$ cat config.mk
export PLATFORM = sky130hd
export DESIGN_NAME = wimax_block_interleaver
export DESIGN_NICKNAME = d
export VERILOG_FILES = /design/src/rtl/wimax_block_interleaver.sv
export SDC_FILE = /design/constraint.sdc
export NUM_CORES = 1
export LEC_CHECK = 0
export CAP_MARGIN = 30
export CORE_MARGIN = 2
export CORE_UTILIZATION = 50
export CTS_BUF_LIST = sky130_fd_sc_hd__clkbuf_4 sky130_fd_sc_hd__clkbuf_8 sky130_fd_sc_hd__clkbuf_16
export CTS_CLUSTER_SIZE = 25
export DETAILED_ROUTE_END_ITERATION = 8
export PLACE_DENSITY = 0.72
export SETUP_SLACK_MARGIN = 0.5
export SYNTH_ARGS = -nofsm -noshare
export SYNTH_HDL_FRONTEND = slang
export SYNTH_SLANG_ARGS = --single-unit
$ cat constraint.sdc
create_clock -name clk_100mhz -period 3.4 [get_ports clk_100mhz]
set_input_delay 0.51 -clock clk_100mhz [delete_from_list [all_inputs] [get_ports clk_100mhz]]
set_output_delay 0.51 -clock clk_100mhz [all_outputs]
set_load 0.005 [all_outputs]
$ cat src/rtl/wimax_block_interleaver.sv
// WiMAX block interleaver for a QPSK coded block (s = 1, second permutation is identity).
// Each serial input bit k is written to bank address m_k = (N_CBPS/16)*(k%16) + k/16.
// The previously filled bank is read out sequentially.
// Two banks ping-pong, so continuous 1 bit/cycle input produces gap-free output.
// Optional macro INTERLEAVER_BLOCK_CNT_EN adds a 16-bit output block counter (block_cnt).
module wimax_block_interleaver #(
  parameter int unsigned N_CBPS = 192,
  parameter int unsigned ADDR_W = 9
) (
  input  logic        clk_100mhz,
  input  logic        reset,
  input  logic        fec_out_valid,
  input  logic        data_in,
  output logic        interleaver_out_valid,
  output logic        data_out
`ifdef INTERLEAVER_BLOCK_CNT_EN
  ,
  output logic [15:0] block_cnt
`endif
);

  localparam int unsigned ROWS  = N_CBPS / 16;
  localparam int unsigned ROW_W = (ROWS > 1) ? $clog2(ROWS) : 1;
  localparam int unsigned CNT_W = $clog2(N_CBPS);

  localparam logic [CNT_W-1:0]  LastCnt   = CNT_W'(N_CBPS - 1);
  localparam logic [ROW_W-1:0]  LastRow   = ROW_W'(ROWS - 1);
  localparam logic [ADDR_W-1:0] Bank1Base = ADDR_W'(N_CBPS);
  localparam logic [ADDR_W-1:0] ColStep   = ADDR_W'(ROWS);

  localparam logic [0:0] RdIdle = 1'b0;
  localparam logic [0:0] RdRun  = 1'b1;

  // Buffer: bank0 at [0..N_CBPS-1], bank1 at [N_CBPS..2*N_CBPS-1]; no reset needed
  logic mem_q [2*N_CBPS];

  // Write pointer: col = k%16, row = k/16, col_base = ROWS*col kept as a running sum
  logic [CNT_W-1:0]  wr_cnt_q;
  logic [3:0]        col_q;
  logic [ROW_W-1:0]  row_q;
  logic [ADDR_W-1:0] col_base_q;
  logic              wr_bank_q;

  // Read pointer and output registers; rd_state_q doubles as rd_active
  logic [0:0]        rd_state_q;
  logic              rd_bank_q;
  logic [CNT_W-1:0]  rd_cnt_q;
  logic              data_out_q;
  logic              out_valid_q;

  logic [ADDR_W-1:0] wr_addr;
  logic [ADDR_W-1:0] rd_addr;
  logic              handoff;
  logic              rd_last;

  // Address generation and block handoff decode
  always_comb begin
    wr_addr = (wr_bank_q ? Bank1Base : '0) + col_base_q + ADDR_W'(row_q);
    rd_addr = (rd_bank_q ? Bank1Base : '0) + ADDR_W'(rd_cnt_q);
    handoff = fec_out_valid && (wr_cnt_q == LastCnt);
    rd_last = (rd_state_q == RdRun) && (rd_cnt_q == LastCnt);
  end

  // Buffer write of each valid input bit at its permuted address
  always_ff @(posedge clk_100mhz) begin
    if (fec_out_valid) begin
      mem_q[wr_addr] <= data_in;
    end
  end

  // Write pointer: row/col counters advance per valid bit, bank flips at block end
  always_ff @(posedge clk_100mhz or posedge reset) begin
    if (reset) begin
      wr_cnt_q   <= '0;
      col_q      <= '0;
      row_q      <= '0;
      col_base_q <= '0;
      wr_bank_q  <= 1'b0;
    end else if (fec_out_valid) begin
      if (handoff) begin
        wr_cnt_q   <= '0;
        col_q      <= '0;
        row_q      <= '0;
        col_base_q <= '0;
        wr_bank_q  <= ~wr_bank_q;
      end else begin
        wr_cnt_q <= wr_cnt_q + 1'b1;
        if (col_q == 4'd15) begin
          col_q      <= '0;
          col_base_q <= '0;
          if (row_q != LastRow) begin
            row_q <= row_q + 1'b1;
          end
        end else begin
          col_q      <= col_q + 1'b1;
          col_base_q <= col_base_q + ColStep;
        end
      end
    end
  end

  // Read FSM: stream a filled bank out; a handoff always restarts on the new bank
  always_ff @(posedge clk_100mhz or posedge reset) begin
    if (reset) begin
      rd_state_q  <= RdIdle;
      rd_bank_q   <= 1'b0;
      rd_cnt_q    <= '0;
      data_out_q  <= 1'b0;
      out_valid_q <= 1'b0;
    end else begin
      if (rd_state_q == RdRun) begin
        data_out_q  <= mem_q[rd_addr];
        out_valid_q <= 1'b1;
        if (rd_last) begin
          rd_state_q <= RdIdle;
          rd_cnt_q   <= '0;
        end else begin
          rd_cnt_q <= rd_cnt_q + 1'b1;
        end
      end else begin
        out_valid_q <= 1'b0;
      end
      // Handoff wins over end-of-read so back-to-back blocks stay contiguous
      if (handoff) begin
        rd_state_q <= RdRun;
        rd_cnt_q   <= '0;
        rd_bank_q  <= wr_bank_q;
      end
    end
  end

  assign data_out              = data_out_q;
  assign interleaver_out_valid = out_valid_q;

`ifdef INTERLEAVER_BLOCK_CNT_EN
  logic [15:0] block_cnt_q;

  // Count blocks on the edge that emits each block's last bit; wraps naturally
  always_ff @(posedge clk_100mhz or posedge reset) begin
    if (reset) begin
      block_cnt_q <= '0;
    end else if (rd_last) begin
      block_cnt_q <= block_cnt_q + 16'd1;
    end
  end

  assign block_cnt = block_cnt_q;
`endif

endmodule
==> impl_metrics.csv, run 1 <==
group,metric,value,unit
logic_synthesis,async_flop_share,0.0857,
critical_path,startpoint_type,"flop",
logic_synthesis,synthMuxAreaShare,0.122,
critical_path,slowest_stage,"fa_1",
floorplan,rows,70,
critical_path,required,3810,ps
logic_synthesis,synth-compound-area-share,0.0421,
final_layout,diodes,0,
logic_synthesis,synth_xor_area_frac,0.00848,
critical_path,endpoint_kind,"flop",
logic_synthesis,synth_cell_type_count,64,
critical_path,reg2reg_depth,8,
routing,finalWirelength,44800,um
clock_network,root_buffer,"clkbuf_16",
logic_synthesis,synth_most_common_cell,"nor2_1",
routing,final_antenna_net_count,0,
logic_synthesis,synth_ff_type,"edfxtp_1",
grt,gr-total-overflow,0,
clock_network,htreeDepth,2,
grt,grt_pass1_wl,68000,um
power,leakage,0.00651,uW
power,powerDensity,599,mW/mm^2
logic_synthesis,mappedNetlistArea,0.0186,mm^2
routing,avgRoutedWirePerCell,23.7,um
power,peakVddDrop,398,uV
clock_network,hold_buffers,0,
power,power,12600,uW
floorplan,boundaryPins,6,
clock_network,clk_pin_slew,60,ps
logic_synthesis,yosysWarnings,0,
routing,drt_first_iter_violations,1237,
floorplan,die_area,0.0387,mm^2
sta,slew_violations,0,
logic_synthesis,syn_avg_cell_area,13.8,um^2
routing,vias_per_cell,6.07,
floorplan,core_area,0.0366,mm^2
sta,finClkSkew,18.4,ps
logic_synthesis,synthTopCellsByArea,"edfxtp_1 62%, mux4_2 10%, nor2_1 8.5%",
logic_synthesis,yosysTopAreaCell,"edfxtp_1",
sta,max_freq,0.362,GHz
floorplan,start_util,0.508,
sta,fin_crit_sh,0.812,
logic_synthesis,ys_ff_latch,420,
logic_synthesis,synth_top_family_by_area,"multiplexers",
logic_synthesis,synthAdderAreaFrac,0.0105,
critical_path,cpPeakStageDelay,660,ps
logic_synthesis,synth_edf_count,384,
placement,hpwl,26000,um
final_layout,nNetsFinal,1409,
floorplan,die_y,197,um
sta,holdWs,384,ps
sta,postLayoutSetupSlackWorst,638,ps
grt,antenna_found_initial,0,
job,drv_cap,0,
logic_synthesis,synthCells,1346,
placement,pre_cts_ws,507,ps
sta,grt_setup_unrepaired,"false",
logic_synthesis,ys_seq_area_frac,0.669,
placement,gp_congestion,0.847,
sta,maxSlewHeadroom,0.481,
critical_path,critPathArrivalTime,3170,ps
grt,grt_max_degree,138,
routing,drcViolationCount,0,
clock_network,cts_sinks,420,
grt,gr-usage-all-layers,0.237,
routing,vias,11500,
clock_network,numCtsBuffers,44,
sta,setup_viol,0,
placement,portBuffers,5,
sta,hold_viol,0,
floorplan,die_w,197,um
logic_synthesis,ys_top_cells_by_count,"419 x nor2_1, 384 x edfxtp_1, 86 x mux4_2",
critical_path,critPathKind,"flop to flop",
sta,tightest_slew,778,ps
final_layout,drive_gt1_frac,0.186,
clock_network,cts_tree,"yes",
logic_synthesis,synth_nets,1365,
final_layout,area_growth,12.9,%
logic_synthesis,synth-simple-area-share,0.119,
clock_network,clk_path_buf_depth,3,
logic_synthesis,synth.top_cell.area_share,0.621,
critical_path,path_max_fanout,6,
sta,fin_tns_setup,0,ps
grt,grt_pass1_vias,11500,
routing,drt_first_pass_iters,5,
critical_path,cp_common_cell,"o31ai_1",
status,status,"finished clean",
clock_network,clock_latency,550,ps
hold_path,hp-class,"input port to async pin",
sta,period_minus_slack,2760,ps
critical_path,path_cells,"ha_1 > fa_1 > inv_1 > a311o_1 > a31oi_1 > o31ai_1 > o41ai_1 > o31ai_1",
-- cell type report --
class | count | area [um^2]
fillers | 2882 | 15600
flip-flops and latches | 420 | 12400
multi-input cells | 810 | 5640
clock buffers | 53 | 1190
repair buffers | 98 | 827
well taps | 468 | 586
clock inverters | 24 | 238
inverters | 16 | 60.1
-- final timing paths --
path | startpoint | end | slack (ps)
hold reg to reg | col_q[3] | col_q[3] | 500
max in group asynchronous | reset | rd_cnt_q[1] | 2620
setup reg to reg | rd_cnt_q[6] | data_out | 640
setup / recovery | rd_cnt_q[6] | data_out | 640
min in group clk_100mhz | col_q[3] | col_q[3] | 500
hold / removal | reset | wr_cnt_q[2] | 380
-- through the flow --
| stage | instances | util | area, um^2 |
|---|---|---|---|
| final | 1889 | 0.573 | 21000 |
| after global routing | 1889 | 0.573 | 21000 |
| after CTS | 1883 | 0.572 | 20900 |
| after detailed placement | 1805 | 0.532 | 19500 |
| after global placement | 1805 | 0.532 | 19500 |
| after floorplan | 1346 | - | 18600 |
-- per-layer routing --
| metal | GRT usage | vias to the layer above | part of all wire |
|---|---|---|---|
| li1 | - | 5041 | - |
| met1 | 0.325 | 5748 | 0.39 |
| met5 | 0 | - | 0 |
| met2 | 0.377 | 573 | 0.47 |
| met3 | 0.0445 | 112 | 0.098 |
| met4 | 0.0936 | 0 | 0.039 |
-- cells in the final DEF (no fill, tap or decap), types with 8 or more instances in the layout --
master,Yosys,final
clkinv_1,0,12
buf_4,3,87
a22oi_1,25,25
nand2_1,50,49
nor2_1,419,418
nor3_1,9,9
inv_1,15,15
nand3_1,28,28
nor2b_1,10,10
xnor2_1,11,11
clkbuf_16,0,45
mux2_2,10,10
ha_1,14,14
edfxtp_1,384,384
mux2i_1,20,20
a31oi_1,8,8
clkbuf_4,0,8
dfrtp_1,36,34
a21oi_1,18,18
o21ai_0,14,14
mux4_2,86,86
-- logic make-up (layout without fill, tap and decap cells) --
family | after synthesis | after routing
xor gates and xnor gates | 18 | 18
adders and majority gates | 15 | 15
buffers and inverters | 116 | 191
DFF | 420 | 420
AOI/OAI and AO/OA | 112 | 112
muxes | 117 | 117
and+or+nand+nor | 548 | 548
-- state kept, by name (all words and copies together), names as in the netlist --
register and count:
mem_q 384, rd_cnt_q 8, wr_cnt_q 8, col_base_q 7
col_q 4, row_q 4, data_out 1, interleaver_out_valid 1
rd_bank_q 1, rd_state_q 1, wr_bank_q 1
-- report_power, final --
part / total, uW / leakage [uW] / internal (uW) / switching [uW]
clock: 4760 / 0.000709 / 2850 / 1910
sequential: 5960 / 0.00388 / 5790 / 163
combinational: 1850 / 0.00193 / 550 / 1300
total: 12600 / 0.00651 / 9190 / 3370
-- worst max-delay path, delay by kind of cell, from the launching register on --
kind | cells | cell delay [ps]
buffers and inverters | 1 | 120
AO/OA/AOI/OAI | 5 | 1190
flip-flops | 1 | 450
adder cells (fa/ha/maj) | 2 | 880
-- repair_timing --
action | in CTS | in global routing
setup endpoints to repair | 1 | 5
resized for setup | 0 | 1
cloned | 0 | 0
buffers inserted | 1 | 6
(Power assumes the default switching activity.)
==> run 2, diff against run 1 <==
==> constraint.sdc (replaced) <==
create_clock -name clk_100mhz -period 2.8 [get_ports clk_100mhz]
set_input_delay 0.42 -clock clk_100mhz [delete_from_list [all_inputs] [get_ports clk_100mhz]]
set_output_delay 0.42 -clock clk_100mhz [all_outputs]
set_load 0.005 [all_outputs]
==> impl_metrics.csv, run 2 (same netlist as run 1, synthesis figures left out) <==
group,metric,value,unit
routing,vias_per_cell,6.14,
floorplan,rows,70,
critical_path,timing.rr.end,"data_out",
routing,drcViolationCount,0,
final_layout,largest_reg_flops,384,
sta,maxSlewHeadroom,0.609,
final_layout,layout_common_cells,"408 x nor2_1, 384 x edfxtp_1, 97 x buf_4",
routing,finalWirelength,47500,um
sta,period_minus_slack,2510,ps
critical_path,critPathKind,"flop to flop",
final_layout,nNetsFinal,1443,
critical_path,startpoint_type,"flop",
critical_path,r2r-start,"rd_cnt_q[0]",
sta,fin_crit_sh,0.897,
floorplan,die_w,197,um
final_layout,diodes,0,
clock_network,clock_latency,550,ps
sta,fin_tns_setup,0,ps
power,peakVddDrop,379,uV
clock_network,cts_sinks,420,
power,leakage,0.00680,uW
placement,gp_congestion,0.857,
final_layout,layout_commonest_cell,"nor2_1",
routing,vias,11800,
routing,drt_first_pass_iters,5,
job,drv_cap,0,
critical_path,reg2reg_depth,9,
grt,grt_pass1_vias,11800,
critical_path,path_max_fanout,8,
critical_path,crit_start,"rd_cnt_q[0]",
sta,slew_violations,0,
sta,grt_setup_unrepaired,"true",
floorplan,die_y,197,um
placement,portBuffers,5,
floorplan,start_util,0.508,
clock_network,root_buffer,"clkbuf_16",
sta,tightest_slew,587,ps
floorplan,die_area,0.0387,mm^2
routing,drt_first_iter_violations,1411,
floorplan,core_area,0.0366,mm^2
critical_path,critPathArrivalTime,2940,ps
sta,postLayoutSetupSlackWorst,289,ps
power,powerDensity,708,mW/mm^2
grt,grt_pass1_wl,70900,um
routing,final_antenna_net_count,0,
status,status,"finished clean",
critical_path,required,3230,ps
hold_path,hp-class,"input port to async pin",
placement,hpwl,27100,um
final_layout,top_register,"mem_q",
sta,setup_viol,0,
grt,gr-total-overflow,0,
final_layout,drive_gt1_frac,0.245,
clock_network,htreeDepth,2,
routing,avgRoutedWirePerCell,24.7,um
grt,antenna_found_initial,0,
sta,finClkSkew,16.3,ps
clock_network,clk_pin_slew,60,ps
sta,hold_viol,0,
final_layout,area_growth,17.2,%
clock_network,clk_path_buf_depth,3,
floorplan,boundaryPins,6,
sta,max_freq,0.398,GHz
critical_path,endpoint,"data_out",
clock_network,hold_buffers,0,
clock_network,numCtsBuffers,44,
clock_network,cts_tree,"yes",
placement,pre_cts_ws,-40.7,ps
final_layout,top_regs,"mem_q (384), rd_cnt_q (8), wr_cnt_q (8)",
grt,grt_max_degree,98,
critical_path,regToRegSetupSlack,290,ps
critical_path,endpoint_kind,"flop",
grt,gr-usage-all-layers,0.247,
## run 2: cell types whose count changed in the layout (fill, tap and decap cells not counted), moves of 5 or more
cell / delta
a22oi_1: -11
a22oi_2: +11
buf_4: +10
nor2_1: -10
nor2_2: +9
buf_6: +7
buf_12: +5
clkinv_1: -5
nor3_1: -5
nor3_2: +5
## run 2: layer usage
layer / track usage / up-vias / routed length, um / share of wire
li1: - / 5095 / - / -
met1: 0.342 / 6008 / 18600 / 0.39
met2: 0.399 / 595 / 22900 / 0.48
met3: 0.0411 / 107 / 4550 / 0.096
met4: 0.0891 / 0 / 1550 / 0.033
met5: 0 / - / 0 / 0
## run 2: worst min path at each step
| stage | start | endpoint | slack, ps | cells after the start |
|---|---|---|---|---|
| after floorplan | rd_state_q | interleaver_out_valid | 430 | 0 |
| after CTS | reset | rd_cnt_q[0] | 320 | 3 |
| after global placement | col_q[3] | col_q[3] | 470 | 1 |
| final | reset | wr_cnt_q[2] | 310 | 3 |
| after detailed placement | col_q[3] | col_q[3] | 480 | 1 |
| after global routing | reset | wr_cnt_q[2] | 370 | 3 |
## run 2: through the flow
stage,cells,power (uW),utilization,cell area [um^2],hold WS [ps]
6_report,1922,15400,0.595,21800,314
5_1_grt,1922,15900,0.595,21800,366
2_1_floorplan,1346,8570,-,18600,425
4_1_cts,1915,15300,0.588,21500,324
3_3_place_gp,1818,9620,0.537,19700,473
3_5_place_dp,1818,9670,0.537,19700,480
## run 2: repair_timing
item	in CTS	in global routing
gates cloned	5	2
endpoints found under the setup margin	328	181
buffers inserted	16	5
gates resized for setup	36	48
pin swaps	7	8
## run 2: worst max-delay path, cell delays in order, from the launching register on
cell and delay [ps]:
dfrtp_4 480, buf_6 140, buf_12 150, buf_16 140, mux4_2 510, a311oi_2 290, o311ai_0 170, nand3b_1 270
o41ai_2 90, o31ai_1 120
## run 2: power by group
group          total, uW  switching [uW]  internal (uW)
combinational       2530            1720            808
clock               5630            2320           3320
sequential          7240             208           7030
total              15400            4250          11200
## run 2: final cells by class
class                           count  area, um^2
Clock buffer                       60        1260
Clock inverter                     16         131
Fill cell                        2723       14800
Inverter                           16        60.1
Multi-Input combinational cell    810        5910
Sequential cell                   420       12400
Tap cell                          468         586
Timing Repair Buffer              132        1380
